**src/rtl/debounce_pkg.sv**
```systemverilog
// ---------------------------------------------------------------------------
// debounce_pkg
//   Shared definitions for the debounce_sync block: the two-state FSM
//   encoding used by the debounce controller and a couple of small helpers
//   for sizing its qualification counter.
// ---------------------------------------------------------------------------
package debounce_pkg;

  // Debounce FSM state encoding.
  //   ST_STABLE : the synchronized input agrees with the committed Level.
  //   ST_WAIT   : a candidate transition is being qualified.
  typedef enum logic {
    ST_STABLE = 1'b0,
    ST_WAIT   = 1'b1
  } state_e;

  // Smallest legal values for the block parameters.
  localparam int MIN_SYNC_STAGES     = 2;
  localparam int MIN_DEBOUNCE_CYCLES = 2;

  // Width needed to hold a count from 0 up to and including maxCount.
  function automatic int cntWidth(input int maxCount);
    return (maxCount < 2) ? 1 : $clog2(maxCount + 1);
  endfunction

endpackage : debounce_pkg

```
**src/rtl/sync_chain.sv**
```systemverilog
// ---------------------------------------------------------------------------
// sync_chain
//   Plain multi-flop synchronizer for one asynchronous single-bit input.
//   There is deliberately no logic between the flops, so every stage after
//   the first has a full clock period to resolve metastability.
//
// Ports
//   Clk    in  1  clock, all flops update on posedge
//   Reset  in  1  synchronous, active-high; clears every stage
//   d      in  1  asynchronous input
//   q      out 1  synchronized copy of d, STAGES edges later
// ---------------------------------------------------------------------------
module sync_chain #(
  parameter int STAGES = 2
) (
  input  logic Clk,
  input  logic Reset,
  input  logic d,
  output logic q
);

  logic [STAGES-1:0] stages_q;

  // Shift the raw input through the chain; stage 0 is the only flop that
  // ever sees the asynchronous signal directly.
  always_ff @(posedge Clk) begin
    if (Reset) begin
      stages_q <= '0;
    end else begin
      stages_q <= {stages_q[STAGES-2:0], d};
    end
  end

  assign q = stages_q[STAGES-1];

endmodule : sync_chain

```
**src/rtl/debounce_sync.sv**
```systemverilog
// ---------------------------------------------------------------------------
// debounce_sync
//   Conditions one bouncy asynchronous input (push-button or switch).
//   The raw input is first synchronized, then a counter-based FSM requires
//   the synchronized value to differ from the committed Level for
//   DEBOUNCE_CYCLES consecutive cycles before Level follows it. A commit
//   also produces a one-cycle Rise or Fall strobe.
//
// Parameters
//   SYNC_STAGES      synchronizer depth, >= 2
//   DEBOUNCE_CYCLES  consecutive mismatching cycles needed to commit, >= 2
//
// Ports
//   Clk    in  1  clock, all state updates on posedge
//   Reset  in  1  synchronous, active-high, priority over everything
//   D_raw  in  1  asynchronous raw input
//   Level  out 1  debounced registered level
//   Rise   out 1  one-cycle strobe, Level went 0->1 on this edge
//   Fall   out 1  one-cycle strobe, Level went 1->0 on this edge
//   Busy   out 1  high while a candidate transition is being qualified
// ---------------------------------------------------------------------------
module debounce_sync
  import debounce_pkg::*;
#(
  parameter int SYNC_STAGES     = 2,
  parameter int DEBOUNCE_CYCLES = 16
) (
  input  logic Clk,
  input  logic Reset,
  input  logic D_raw,
  output logic Level,
  output logic Rise,
  output logic Fall,
  output logic Busy
);

  // Counter width is derived from DEBOUNCE_CYCLES and is not a parameter,
  // so nobody can accidentally make it too narrow to reach the last count.
  localparam int CNT_W = cntWidth(DEBOUNCE_CYCLES);
  localparam logic [CNT_W-1:0] CNT_ONE  = CNT_W'(1);
  localparam logic [CNT_W-1:0] CNT_LAST = CNT_W'(DEBOUNCE_CYCLES - 1);

  logic             sync;
  logic             mismatch;
  logic             commit;

  state_e           state_q, state_d;
  logic [CNT_W-1:0] cnt_q, cnt_d;
  logic             level_q, level_d;
  logic             rise_q, rise_d;
  logic             fall_q, fall_d;
  logic             busy_q, busy_d;

  // Bring the raw input into the Clk domain before anything looks at it.
  sync_chain #(
    .STAGES (SYNC_STAGES)
  ) u_sync_chain (
    .Clk   (Clk),
    .Reset (Reset),
    .d     (D_raw),
    .q     (sync)
  );

  // A mismatch means the synchronized input disagrees with what we have
  // already committed, i.e. a transition candidate is present this cycle.
  assign mismatch = (sync != level_q);

  // All state lives here. Reset abandons any qualification in progress, so
  // a pending commit is simply dropped and no strobe is emitted.
  always_ff @(posedge Clk) begin
    if (Reset) begin
      state_q <= ST_STABLE;
      cnt_q   <= '0;
      level_q <= 1'b0;
      rise_q  <= 1'b0;
      fall_q  <= 1'b0;
      busy_q  <= 1'b0;
    end else begin
      state_q <= state_d;
      cnt_q   <= cnt_d;
      level_q <= level_d;
      rise_q  <= rise_d;
      fall_q  <= fall_d;
      busy_q  <= busy_d;
    end
  end

  // Next-state logic. cnt_d counts the consecutive mismatching cycles seen
  // so far, so the first mismatch loads 1 and the commit happens when the
  // DEBOUNCE_CYCLES-th one arrives (cnt already at DEBOUNCE_CYCLES-1).
  // Any agreeing cycle throws the candidate away and clears the count, which
  // also keeps the counter from ever exceeding DEBOUNCE_CYCLES-1.
  always_comb begin
    state_d = state_q;
    cnt_d   = '0;
    level_d = level_q;
    commit  = 1'b0;

    unique case (state_q)
      ST_STABLE: begin
        if (mismatch) begin
          state_d = ST_WAIT;
          cnt_d   = CNT_ONE;
        end
      end

      ST_WAIT: begin
        if (!mismatch) begin
          state_d = ST_STABLE;
        end else if (cnt_q == CNT_LAST) begin
          state_d = ST_STABLE;
          commit  = 1'b1;
          level_d = sync;
        end else begin
          cnt_d = cnt_q + CNT_ONE;
        end
      end

      default: begin
        state_d = ST_STABLE;
      end
    endcase
  end

  // Strobes are registered alongside Level so they rise on the same edge
  // that Level changes. Only one can be set because sync is a single bit.
  always_comb begin
    rise_d = commit & sync;
    fall_d = commit & ~sync;
    busy_d = (state_d == ST_WAIT);
  end

  assign Level = level_q;
  assign Rise  = rise_q;
  assign Fall  = fall_q;
  assign Busy  = busy_q;

endmodule : debounce_sync

```
**config.mk**
```make
export PLATFORM = sky130hd
export DESIGN_NAME = debounce_sync
export DESIGN_NICKNAME = d
export VERILOG_FILES = /design/src/rtl/debounce_pkg.sv /design/src/rtl/sync_chain.sv /design/src/rtl/debounce_sync.sv
export SDC_FILE = /design/constraint.sdc
export NUM_CORES = 1
export LEC_CHECK = 0
export BUFFER_PORTS_ARGS = -buffer_cell sky130_fd_sc_hd__buf_2
export CAP_MARGIN = 20
export CORE_MARGIN = 3
export CORE_UTILIZATION = 28
export DETAILED_ROUTE_END_ITERATION = 8
export GPL_TIMING_DRIVEN = 0
export PLACE_DENSITY = 0.49
export SYNTH_ARGS = -nofsm -noshare
export SYNTH_HDL_FRONTEND = slang
export SYNTH_HIERARCHICAL = 1
export SYNTH_SLANG_ARGS = --single-unit
```
**constraint.sdc**
```tcl
create_clock -name Clk -period 2.1 [get_ports Clk]
set_input_delay 0 -clock Clk [delete_from_list [all_inputs] [get_ports Clk]]
set_output_delay 0 -clock Clk [all_outputs]
set_load 0.01 [all_outputs]
```
==> flow_summary.json <==
{
  "drt.antenna.violating_nets": 0,
  "cpMostUsedCell": "ha_1",
  "die_h_um": 44.0,
  "clock.fmax_mhz": 634,
  "fin_ws_ps": 522,
  "start_util_pct": 30.3,
  "synthFlopType": "dfxtp_1",
  "path_clk_slew_ps": 70,
  "regToRegStartpoint": "cnt_q[0]",
  "wire_per_inst_um": 9.16,
  "routed_via_density": 4.41,
  "r2r-end": "cnt_q[2]",
  "power_density_mw_per_mm2": 722,
  "hold_slack_ps": 433,
  "leakage_uw": 0.000199,
  "synth_edf_count": 0,
  "worst_slew_pin_slew_ps": 205,
  "cts_buffers": 3,
  "drc": 0,
  "syn_avg_cell_area_um2": 9.86,
  "worstSetupEndpointType": "flip-flop",
  "grt_max_degree": 9,
  "rows": 13,
  "io_buffers": 6,
  "vias": 304,
  "ys_ff_latch": 11,
  "synthesis.nets": 47,
  "synth_area_um2": 404,
  "hp-class": "flip-flop to flip-flop",
  "grt_overflow": 0,
  "cts-root-buf": "clkbuf_4",
  "synth_most_common_cell": "dfxtp_1",
  "yosys-top-cells-count": "dfxtp_1, nor2_1, ha_1, inv_1, nand2_1",
  "hold_violations": 0,
  "routed_wl_um": 632,
  "area_growth_pct": 26.0,
  "track_usage_pct": 7.85,
  "place.gp.congestion": 0.686,
  "worst_clock_skew_ps": 5.46,
  "critical_path_arrival_ps": 1780,
  "place_hpwl_um": 452,
  "crit_path_top_delay_cell": "a2111o_1",
  "synth-seq-area-share_pct": 54.5,
  "yosys_warnings": 6,
  "clock_latency_ps": 260,
  "async_reset_ff_share_pct": 0,
  "max_cap_viol_count": 0,
  "crit_path_start": "cnt_q[0]",
  "peakVddDrop_mv": 0.383,
  "initialDrtViolationCount": 2,
  "ys_types": 16,
  "die_area_mm2": 0.00194,
  "setup_viol": 0,
  "synth.largest_area_cell": "dfxtp_1",
  "cts_tree": "built",
  "fin_crit_sh_pct": 75.1,
  "grt_pass1_wl_um": 1080,
  "path_cells": "ha_1, and3_1, ha_1, a2111o_1, nor2_1",
  "finalNetCount": 61,
  "drt_pass1_iterations": 2,
  "grt_setup_unrepaired": "no",
  "finalSetupTns_ps": 0,
  "grt_pass1_vias": 275,
  "reg2reg_depth": 5,
  "core-area_mm2": 0.00133,
  "clockBufferDepth": 2,
  "worst-path-max-fanout": 4,
  "place_area_um2": 453,
  "slowest_delay_ps": 420,
  "yosys-top-cells-area": "dfxtp_1, ha_1, nor2_1",
  "crit_end": "cnt_q[2]",
  "r2r_setup_slack_ps": 520,
  "die_width_um": 44.0,
  "relSlewSlack_pct": 86.2,
  "cp.required_ps": 2300,
  "syn_inst": 41,
  "ctsResizeCount": 0,
  "fin_area_um2": 509,
  "h-tree-depth": 1,
  "finalCriticalPeriod_ps": 1580,
  "totalPowerFinal_uw": 368,
  "cts_num_sinks": 11,
  "num-fill-cells": 144,
  "maxSlewViolCount": 0,
  "antenna_found_initial": 0,
  "status": "finished clean",
  "io_pins": 7,
  "diodes": 0,
  "dpl_worst_slack_ps": 519,
  "yosysTopAreaCellShare_pct": 54.5,
  "final_layout_size_suffix_gt1_share_pct": 16.7,
  "critical_path_class": "flip-flop to flip-flop",
  "cp-start-kind": "flip-flop"
}
cells in the final DEF (no fill, tap or decap), drive strengths merged, types with 2 or more instances in the layout:
cell type,synthesis,routed
dfxtp,11,11
nor2,6,6
buf,0,6
clkbuf,0,4
inv,3,3
nand2,3,3
ha,3,3
dlygate4sd3,0,3
nand2b,2,2
nand3,2,2
nor3,2,2
nor2b,2,2
where the power goes:
part	switching, uW	total, uW	internal, uW	leakage, uW
sequential	1.79	213	211	0.0000892
combinational	5.31	12.8	7.52	0.0000950
clock	68.5	142	73.4	0.0000150
routing by layer:
layer	routed length, um	global-route usage [%]	part of all wire (%)
met2	261	10.2	41
met3	52	6.22	8.2
met5	0	0	0
met4	0	1.81	0
met1	318	10.1	50
worst max-delay path, delay by kind of cell, from the launching register on:
kind	cells	cell delay [ps]
simple gates	2	320
fa+ha+maj	2	450
flops	1	330
compound gates	1	420
worst min-delay path by stage:
stage	from	endpoint	slack (ps)	depth (start not counted)
after detailed placement	D_raw	u_sync_chain/stages_q[0]	230	2
after CTS	u_sync_chain/stages_q[0]	u_sync_chain/stages_q[1]	440	1
after global placement	D_raw	u_sync_chain/stages_q[0]	210	2
after floorplan	Reset	Level	70	1
after global routing	u_sync_chain/stages_q[0]	u_sync_chain/stages_q[1]	460	1
final	u_sync_chain/stages_q[0]	u_sync_chain/stages_q[1]	430	1
repair_timing:
| action | in CTS | in global routing |
|---|---|---|
| endpoints found under the hold margin | 5 | 0 |
| hold buffers | 3 | 0 |
| setup buffers | 0 | 0 |
metrics by stage:
| stage | util (%) | cells |
|---|---|---|
| 2_1_floorplan | - | 41 |
| 3_3_place_gp | 34.0 | 62 |
| 3_5_place_dp | 34.0 | 62 |
| 6_report | 38.2 | 69 |
| 5_1_grt | 38.2 | 69 |
| 4_1_cts | 38.2 | 69 |
kinds of logic after synthesis:
family	share of synthesized area [%]
buffers and inverters	2.79
and+or+nand+nor	21.1
DFF	54.5
AOI/OAI and AO/OA	8.05
xor gates and xnor gates	4.34
adders and majority gates	9.29
area by class of cell:
cell class                      instances  area, um^2  area share, %
Sequential cell                        11         220           43.2
Inverter                                3        11.3           2.21
Timing Repair Buffer                    9        60.1           11.8
Multi-Input combinational cell         27         173           33.9
Clock buffer                            4        26.3           5.16
Tap cell                               15        18.8           3.69
registers in the layout, summed over array words and instances (netlist names):
| name | count |
|---|---|
| Level | 1 |
| Fall | 1 |
| Busy | 1 |
| Rise | 1 |
| u_sync_chain/stages_q | 2 |
| cnt_q | 5 |
Note: power is estimated with default switching activity, not from simulation.
